$ cat src/rtl/cska_sub_seq_if.sv
// Handshake and result bundle for the block-serial carry-skip subtractor.
// The master drives operands and result acceptance; the slave is the subtractor.
interface cska_sub_seq_if #(
   parameter int WIDTH = 16
);
   localparam int N  = WIDTH / 4;
   localparam int SW = $clog2(N + 1);

   logic             in_valid;
   logic             in_ready;
   logic [WIDTH-1:0] a;
   logic [WIDTH-1:0] b;
   logic             bin;
   logic             out_valid;
   logic             out_ready;
   logic [WIDTH-1:0] diff;
   logic             bout;
   logic             ovf;
   logic [SW-1:0]    skip_cnt;

   modport master (
      output in_valid, a, b, bin, out_ready,
      input  in_ready, out_valid, diff, bout, ovf, skip_cnt
   );

   modport slave (
      input  in_valid, a, b, bin, out_ready,
      output in_ready, out_valid, diff, bout, ovf, skip_cnt
   );
endinterface

$ cat src/rtl/cska_sub_seq.sv
// Block-serial carry-skip subtractor: diff = a - b - bin, one 4-bit block per
// clock, least-significant block first. Implemented as a + ~b + ~bin with a
// 4-bit ripple per block plus a skip path when the block propagate is all ones.
// Also reports borrow-out, signed overflow and the number of skipped blocks.
module cska_sub_seq #(
   parameter int WIDTH = 16
) (
   input logic          clk,
   input logic          rst_n,
   cska_sub_seq_if.slave bus
);
   localparam int N  = WIDTH / 4;
   localparam int BW = (N > 1) ? $clog2(N) : 1;
   localparam int SW = $clog2(N + 1);

   typedef enum logic [1:0] {
      IDLE,
      RUN,
      DONE
   } state_t;

   state_t           r_state;
   logic             r_in_ready;
   logic             r_out_valid;
   logic [WIDTH-1:0] r_a;
   logic [WIDTH-1:0] r_b;
   logic             r_carry;
   logic [BW-1:0]    r_blk;
   logic [WIDTH-1:0] r_diff;
   logic             r_bout;
   logic             r_ovf;
   logic [SW-1:0]    r_skip;

   logic [3:0]       w_a_blk;
   logic [3:0]       w_nb_blk;
   logic [3:0]       w_p;
   logic [3:0]       w_sum;
   logic             w_skip;
   logic             w_cout;
   logic             w_ovf;

   // Current block: 4-bit ripple of a + ~b + carry, with the skip path OR-ed
   // into the carry-out (logically redundant with the ripple carry).
   always_comb begin
      logic [4:0] rc;
      w_a_blk  = r_a[4*r_blk +: 4];
      w_nb_blk = ~r_b[4*r_blk +: 4];
      w_p      = w_a_blk ^ w_nb_blk;
      w_sum    = '0;
      rc       = '0;
      rc[0]    = r_carry;
      for (int unsigned i = 0; i < 4; i++) begin
         w_sum[i]  = w_p[i] ^ rc[i];
         rc[i+1]   = (w_a_blk[i] & w_nb_blk[i]) | (w_p[i] & rc[i]);
      end
      w_skip = &w_p;
      w_cout = (w_skip & r_carry) | rc[4];
      // Only meaningful on the most-significant block.
      w_ovf  = (r_a[WIDTH-1] != r_b[WIDTH-1]) && (w_sum[3] != r_a[WIDTH-1]);
   end

   // Control FSM with registered handshake flags and result registers.
   always_ff @(posedge clk or negedge rst_n) begin
      if (!rst_n) begin
         r_state     <= IDLE;
         r_in_ready  <= 1'b1;
         r_out_valid <= 1'b0;
         r_a         <= '0;
         r_b         <= '0;
         r_carry     <= 1'b0;
         r_blk       <= '0;
         r_diff      <= '0;
         r_bout      <= 1'b0;
         r_ovf       <= 1'b0;
         r_skip      <= '0;
      end else begin
         case (r_state)
            IDLE: begin
               if (bus.in_valid) begin
                  r_a        <= bus.a;
                  r_b        <= bus.b;
                  r_carry    <= ~bus.bin;
                  r_blk      <= '0;
                  r_skip     <= '0;
                  r_diff     <= '0;
                  r_in_ready <= 1'b0;
                  r_state    <= RUN;
               end
            end
            RUN: begin
               r_diff[4*r_blk +: 4] <= w_sum;
               r_carry              <= w_cout;
               if (w_skip) begin
                  r_skip <= r_skip + SW'(1);
               end
               if (r_blk == BW'(N - 1)) begin
                  r_bout      <= ~w_cout;
                  r_ovf       <= w_ovf;
                  r_out_valid <= 1'b1;
                  r_state     <= DONE;
               end else begin
                  r_blk <= r_blk + BW'(1);
               end
            end
            DONE: begin
               if (bus.out_ready) begin
                  r_out_valid <= 1'b0;
                  r_in_ready  <= 1'b1;
                  r_state     <= IDLE;
               end
            end
            default: begin
               r_state <= IDLE;
            end
         endcase
      end
   end

   assign bus.in_ready  = r_in_ready;
   assign bus.out_valid = r_out_valid;
   assign bus.diff      = r_diff;
   assign bus.bout      = r_bout;
   assign bus.ovf       = r_ovf;
   assign bus.skip_cnt  = r_skip;
endmodule
$ cat src/flat_wrapper.sv
// flat-port wrapper written by rule: the top's interface ports become plain ports
module cska_sub_seq_flat 
#(
   parameter int WIDTH = 16
)
  (clk, rst_n, bus_in_valid, bus_a, bus_b, bus_bin, bus_out_ready, bus_in_ready, bus_out_valid, bus_diff, bus_bout, bus_ovf, bus_skip_cnt);
  cska_sub_seq_if #(.WIDTH(WIDTH)) bus_i ();
  input logic clk;
  input logic rst_n;
  input wire logic [$bits(bus_i.in_valid)-1:0] bus_in_valid;
  input wire logic [$bits(bus_i.a)-1:0] bus_a;
  input wire logic [$bits(bus_i.b)-1:0] bus_b;
  input wire logic [$bits(bus_i.bin)-1:0] bus_bin;
  input wire logic [$bits(bus_i.out_ready)-1:0] bus_out_ready;
  output wire logic [$bits(bus_i.in_ready)-1:0] bus_in_ready;
  output wire logic [$bits(bus_i.out_valid)-1:0] bus_out_valid;
  output wire logic [$bits(bus_i.diff)-1:0] bus_diff;
  output wire logic [$bits(bus_i.bout)-1:0] bus_bout;
  output wire logic [$bits(bus_i.ovf)-1:0] bus_ovf;
  output wire logic [$bits(bus_i.skip_cnt)-1:0] bus_skip_cnt;
  assign bus_i.in_valid = bus_in_valid;
  assign bus_i.a = bus_a;
  assign bus_i.b = bus_b;
  assign bus_i.bin = bus_bin;
  assign bus_i.out_ready = bus_out_ready;
  assign bus_in_ready = bus_i.in_ready;
  assign bus_out_valid = bus_i.out_valid;
  assign bus_diff = bus_i.diff;
  assign bus_bout = bus_i.bout;
  assign bus_ovf = bus_i.ovf;
  assign bus_skip_cnt = bus_i.skip_cnt;
  cska_sub_seq #(.WIDTH(WIDTH)) u_core (.clk(clk), .rst_n(rst_n), .bus(bus_i));
endmodule
$ cat config.mk
export PLATFORM = sky130hd
export DESIGN_NAME = cska_sub_seq_flat
export DESIGN_NICKNAME = d
export VERILOG_FILES = /design/src/rtl/cska_sub_seq_if.sv /design/src/rtl/cska_sub_seq.sv /design/src/flat_wrapper.sv
export SDC_FILE = /design/constraint.sdc
export NUM_CORES = 1
export LEC_CHECK = 0
export BUFFER_PORTS_ARGS = -buffer_cell sky130_fd_sc_hd__buf_2
export CAP_MARGIN = 5
export CORE_MARGIN = 2
export CORE_UTILIZATION = 49
export CTS_BUF_LIST = sky130_fd_sc_hd__clkbuf_16
export CTS_CLUSTER_SIZE = 14
export DETAILED_ROUTE_END_ITERATION = 8
export PLACE_DENSITY = 0.8
export SLEW_MARGIN = 20
export SYNTH_ARGS = -nofsm -noshare
export SYNTH_HDL_FRONTEND = slang
export SYNTH_SLANG_ARGS = --single-unit
export TNS_END_PERCENT = 30
$ cat constraint.sdc
create_clock -name clk -period 3.35 [get_ports clk]
set_clock_uncertainty 0.1 [all_clocks]
set_input_delay 0.1675 -clock clk [delete_from_list [all_inputs] [get_ports clk]]
set_output_delay 0.1675 -clock clk [all_outputs]
set_load 0.05 [all_outputs]
# == Word level (Yosys, flattened, before mapping) ==
# Cells that the tools add are included.
# Widths: inputs -> output; s select.
# word_totals
register_bits,60
latchBits,0
ram_bits,0
mem_bits_ro,0
inputBits,37
out_inout_bits,23
elab_cells,85
mem_count,0
# classes
add_sub_neg,3
n_mul,0
div_mod_pow,0
n_lt_le_gt_ge,0
n_eq_ne,10
n_shift,4
n_mux,21
bitwise,22
reduce_logical,14
# op_table
operator,n
$neg 4->34,1
$shift 4x34->16 const A,1
$shiftx 4x34->16,1
$pmux 16 s2,1
$shiftx 16x5->4,2
$bwmux 16,1
$mux 16,1
$reduce_and 3->1,5
$mux 2,5
$and 1x1->1,9
$mux 3,2
$ne 2x2->1 const B,3
$pmux 1 s2,3
$pmux 2 s3,1
$pmux 3 s2,1
$reduce_and 2->1,3
$reduce_bool 2->1,3
$mux 1,5
$or 1x1->1,5
$eq 2x2->1 const B,2
$ne 2x1->1 const B,2
$not 4->4,1
$pmux 2 s2,1
$reduce_and 4->1,1
other kinds (9),14

# == Logic depth before layout (Yosys ltp) ==
# depth
ltp_word,13
depth_mapped,12
mapped_depth_nobuf,11

# == Least setup slack after synthesis ==
# OpenSTA, ideal clock, no wires.
# synth_path
kind,reg2reg
from,register u_core.r_blk[0]
to,register u_core.r_ovf (netlist: u_core.bus.ovf)
setup_time_ns,0.077
arrival_ns,2.934
t_required_ns,3.173
slack_ns,0.239
stages_incl_launch_ff,11
path_buffers,2
period_less_slack_ns,3.111
path_cell_list,dfrtp_1 -> buf_2 -> buf_4 -> mux4_2 -> fa_1 -> fa_1 -> inv_1 -> fa_1 -> nor3b_1 -> a21oi_1 -> o21ai_1
# synth_via
elab_chain_len,12
word_cells_on_any_way,18
cone_classes,2 x eq/ne; 2 x shift; 12 x bitwise; 2 x reduce/logical
# synth_lines
element,line,source
"start, declared",cska_sub_seq.sv:28,logic [BW-1:0] r_blk;
"start signal, assigned",cska_sub_seq.sv:102,r_blk <= r_blk + BW'(1);
$shiftx 16x5->4,cska_sub_seq.sv:47,w_nb_blk = ~r_b[4*r_blk +: 4];
$not 4->4,cska_sub_seq.sv:47,
$xor 4x4->4,cska_sub_seq.sv:48,w_p = w_a_blk ^ w_nb_blk;
$and 1x1->1,cska_sub_seq.sv:54,rc[i+1] = (w_a_blk[i] & w_nb_blk[i]) | (w_p[i] & rc[i]);
$or 1x1->1,cska_sub_seq.sv:54,
$and 1x1->1,cska_sub_seq.sv:54,
$or 1x1->1,cska_sub_seq.sv:54,
$and 1x1->1,cska_sub_seq.sv:54,
$or 1x1->1,cska_sub_seq.sv:54,
$xor 1x1->1,cska_sub_seq.sv:53,w_sum[i] = w_p[i] ^ rc[i];
$ne 1x1->1,cska_sub_seq.sv:59,w_ovf = (r_a[WIDTH-1] != r_b[WIDTH-1]) && (w_sum[3] != r_a[WIDTH-1]);
$logic_and 1x1->1,cska_sub_seq.sv:59,
"end signal, assigned",cska_sub_seq.sv:98,r_ovf <= w_ovf;
"end, declared",cska_sub_seq.sv:31,logic r_ovf;
# Several ways; a longest one is shown, not always the timed one.
# A chain may end at the register's enable or synchronous reset.

# == Worst setup path after layout ==
# Ends and elaborated chain as after synthesis.

==> summary.txt <==
Floorplan
  – Floorplan row count: 27
  – Die ar.: 6450 um^2
  – I/O pin cnt: 60
  – Die Ht: 80.3 um
  – DIE WIDTH: 80.3 um
  – Initial Util: 51.2%
  – Core Footprint: 5570 um^2

STA
  – Final Max Tran Viols: 0
  – Worst rel slew slack: 49.8%
  – Final setup violation count: 0
  – RSZ-0062 raised after global routing: no
  – Period utilization: 93.5%
  – Worst Tran Pin Value: 0.753 ns
  – Min cycle time layout: 3.13 ns
  – PnR worst setup slack: 0.217 ns
  – Final Hold Fails: 0
  – Max Freq: 319 MHz
  – Worst hold margin: 0.134 ns
  – Setup Total Neg Slack: 0 ns

Global route
  – GR Util met1: 29.0%
  – All-Layer GR Usage: 23.0%
  – Met3 usage: 5.62%
  – Busiest grt layer: met2
  – Largest net degree at the start of global routing: 36
  – Gr ovfl total: 0
  – First-pass GRT wire length: 11100 um
  – Vias in the first global route: 2329
  – Met2 usage in global routing: 37.7%
  – Antenna violations before repair: 0

Min path
  – Worst hold path depth: 3
  – Hold Path Class: in2reg
  – Hold_sp: bus_bin
  – Worst Hold End: u_core.r_carry

CTS
  – Worst skew pair latency: 0.33 ns
  – Clock Path Buffers: 2
  – Worst-path clk slew: 0.05 ns
  – CTS Buf Count: 9
  – Clk root buf: clkbuf_16
  – Htree depth: 3
  – Clock tree sinks: 60
  – Setup Fix Bufs, Post-CTS: 0
  – CTS tree: done

Yosys
  – Synthesized instance count: 280
  – Synth Net Count: 330
  – Post-synthesis cell area: 2850 um^2
  – Seq cells post-synth: 60
  – Syn Area/Cell: 10.2 um^2
  – Synth warn: 0
  – Post-synthesis cell type count: 35
  – Post-synthesis sequential area ratio: 52.7%

Power
  – P per Cell Area: 1140 nW/um^2
  – Leakage power: 0.00200 uW
  – Worst VDD drop: 0.631 mV

Cells and area
  – Area growth, synth to finish: 36.8%
  – Commonest non-fill, non-tap cell in the layout: nand2_1
  – Fillers: 402
  – Ant. Diodes: 0
  – Share of layout cells above drive strength 1: 24.4%
  – Most frequent cells in the layout: 105 x nand2_1, 59 x buf_2, 59 x dfrtp_1, 34 x dlygate4sd3_1, 12 x inv_1
  – NumNets Final: 426
  – Final Cell Area: 3900 um^2

Setup path
  – Worst reg2reg startpoint: u_core.r_blk[0]
  – Crit start category: flip-flop
  – CP endpoint kind: flip-flop
  – R2r setup slk: 0.22 ns
  – Worst reg-to-reg path cell count: 11
  – Crit path required time: 3.45 ns
  – CP Data Arrival Time: 3.24 ns
  – Crit-path max FO: 15
  – RR Endpoint: u_core.bus.ovf
  – Crit Path Class: reg2reg

Place
  – Placer Congestion: 0.827
  – DP HPWL: 4340 um
  – Buffers on Ports: 59
  – Dpl cell area: 3220 um^2
  – Place WS: 0.141 ns

Drt
  – DR vias: 2327
  – Initial DRC Count: 112
  – Vias per std cell: 5.14
  – Drt wl/cell: 14.9 um
  – Final wirelength: 6730 um
  – DRT antenna net count: 0
  – Number of remaining DRC errors: 0
  – First drt pass iteration count: 5

Run
  – Number of max-cap violations: 0

Run status
  – Status: finished clean
==> cell families (layout without fill, tap and decap cells) <==
kind of cell | Yosys count | count (layout) | synth area share [%]
buffers and inverters | 29 | 130 | 4.30
multiplexers | 10 | 10 | 7.02
AO/OA/AOI/OAI | 35 | 35 | 8.95
flip-flops | 60 | 60 | 52.7
AND/OR/NAND/NOR | 133 | 133 | 20.3
adder cells (fa/ha/maj) | 13 | 13 | 6.76
==> where the power goes <==
part,internal [uW],switching [uW]
clock,715,309
sequential,1030,227
combinational,810,1360
==> routing by layer <==
layer	share of wire (%)	vias up	routed length (um)
li1	-	1123	-
met1	43	1115	2890
met2	51	79	3440
met3	4.8	10	324
met4	1.1	0	75
met5	0	-	0
==> Yosys cell counts <==
| library cell | count | area, um^2 |
|---|---|---|
| inv_1 | 12 | 45.0 |
| or3b_1 | 1 | 8.76 |
| a22o_1 | 8 | 70.1 |
| nor3b_2 | 2 | 25.0 |
| dfstp_2 | 1 | 26.3 |
| and3_1 | 2 | 12.5 |
| and4_1 | 1 | 8.76 |
| nor2_1 | 3 | 11.3 |
| o22ai_1 | 1 | 6.26 |
| a21oi_1 | 6 | 30.0 |
| o32ai_1 | 1 | 8.76 |
| nor3_1 | 3 | 15.0 |
| mux4_2 | 8 | 180 |
| nand2_1 | 105 | 394 |
| fa_1 | 4 | 80.1 |
| nand3b_1 | 2 | 15.0 |
| clkbuf_1 | 4 | 15.0 |
| buf_2 | 8 | 40.0 |
| nand4_1 | 2 | 12.5 |
| o31ai_1 | 2 | 15.0 |
| o21ai_0 | 1 | 5.00 |
| or3_1 | 3 | 18.8 |
| o2bb2ai_1 | 8 | 70.1 |
| dfrtp_1 | 59 | 1480 |
| inv_2 | 4 | 15.0 |
| nor3b_1 | 1 | 7.51 |
| o21ai_1 | 4 | 20.0 |
| nor2b_1 | 3 | 18.8 |
| nand2b_1 | 2 | 12.5 |
| or4_1 | 1 | 7.51 |
| mux2i_1 | 2 | 20.0 |
| a21o_1 | 4 | 30.0 |
| nand3_1 | 2 | 10.0 |
| ha_1 | 9 | 113 |
| buf_4 | 1 | 7.51 |
==> cell type report <==
class / instances / area [um^2] / share of cell area (%)
tap: 72 / 90.1 / 2.31
clock inverter: 7 / 105 / 2.69
inverter: 16 / 60.1 / 1.54
timing repair buffer: 98 / 677 / 17.4
multi-input combinational: 191 / 1240 / 31.8
clock buffer: 9 / 225 / 5.77
sequential: 60 / 1500 / 38.5
==> how the worst max path moves through the flow <==
| stage | startpoint | to | slack, ns | cells after the start |
|---|---|---|---|---|
| 2_1_floorplan | u_core.r_blk[0] | u_core.bus.ovf | 0.24 | 10 |
| 3_3_place_gp | u_core.r_blk[0] | u_core.bus.ovf | 0.24 | 9 |
| 3_5_place_dp | u_core.r_blk[0] | u_core.bus.ovf | 0.14 | 9 |
| 4_1_cts | u_core.r_blk[0] | u_core.bus.ovf | 0.11 | 11 |
| 5_1_grt | u_core.r_blk[0] | u_core.bus.ovf | 0.02 | 11 |
| 6_report | u_core.r_blk[0] | u_core.bus.ovf | 0.22 | 11 |
==> flip-flops by register name, summed over array words and instances (netlist names) <==
name / flops
u_core.bus.bout: 1
u_core.bus.diff: 16
u_core.bus.in_ready: 1
u_core.bus.out_valid: 1
u_core.bus.ovf: 1
u_core.bus.skip_cnt: 3
u_core.r_a: 16
u_core.r_b: 16
u_core.r_blk: 2
u_core.r_carry: 1
u_core.r_state: 2
==> timing repair <==
item,in CTS,in global routing
hold endpoints to repair,66,0
gates resized for setup,0,3
setup endpoints to repair,0,1
hold buffers,34,0
==> critical path, cell delays in order, from the launching register on <==
cell and delay (ns):
dfrtp_1 0.38, buf_6 0.21, mux4_2 0.57, fa_1 0.38, inv_1 0.08, fa_1 0.19
fa_1 0.18, inv_1 0.05, fa_2 0.61, nor3b_2 0.06, a21oi_1 0.12, o21ai_1 0.07
==> per-stage QoR <==
step	utilization, %	std cells	total power (uW)
6_report	70.0	453	4450
5_1_grt	70.0	453	4740
4_1_cts	69.8	453	4430
3_5_place_dp	57.7	403	3340
3_3_place_gp	57.7	403	3280
2_1_floorplan	-	280	2780
No activity file was read; power rests on OpenSTA's default activity.
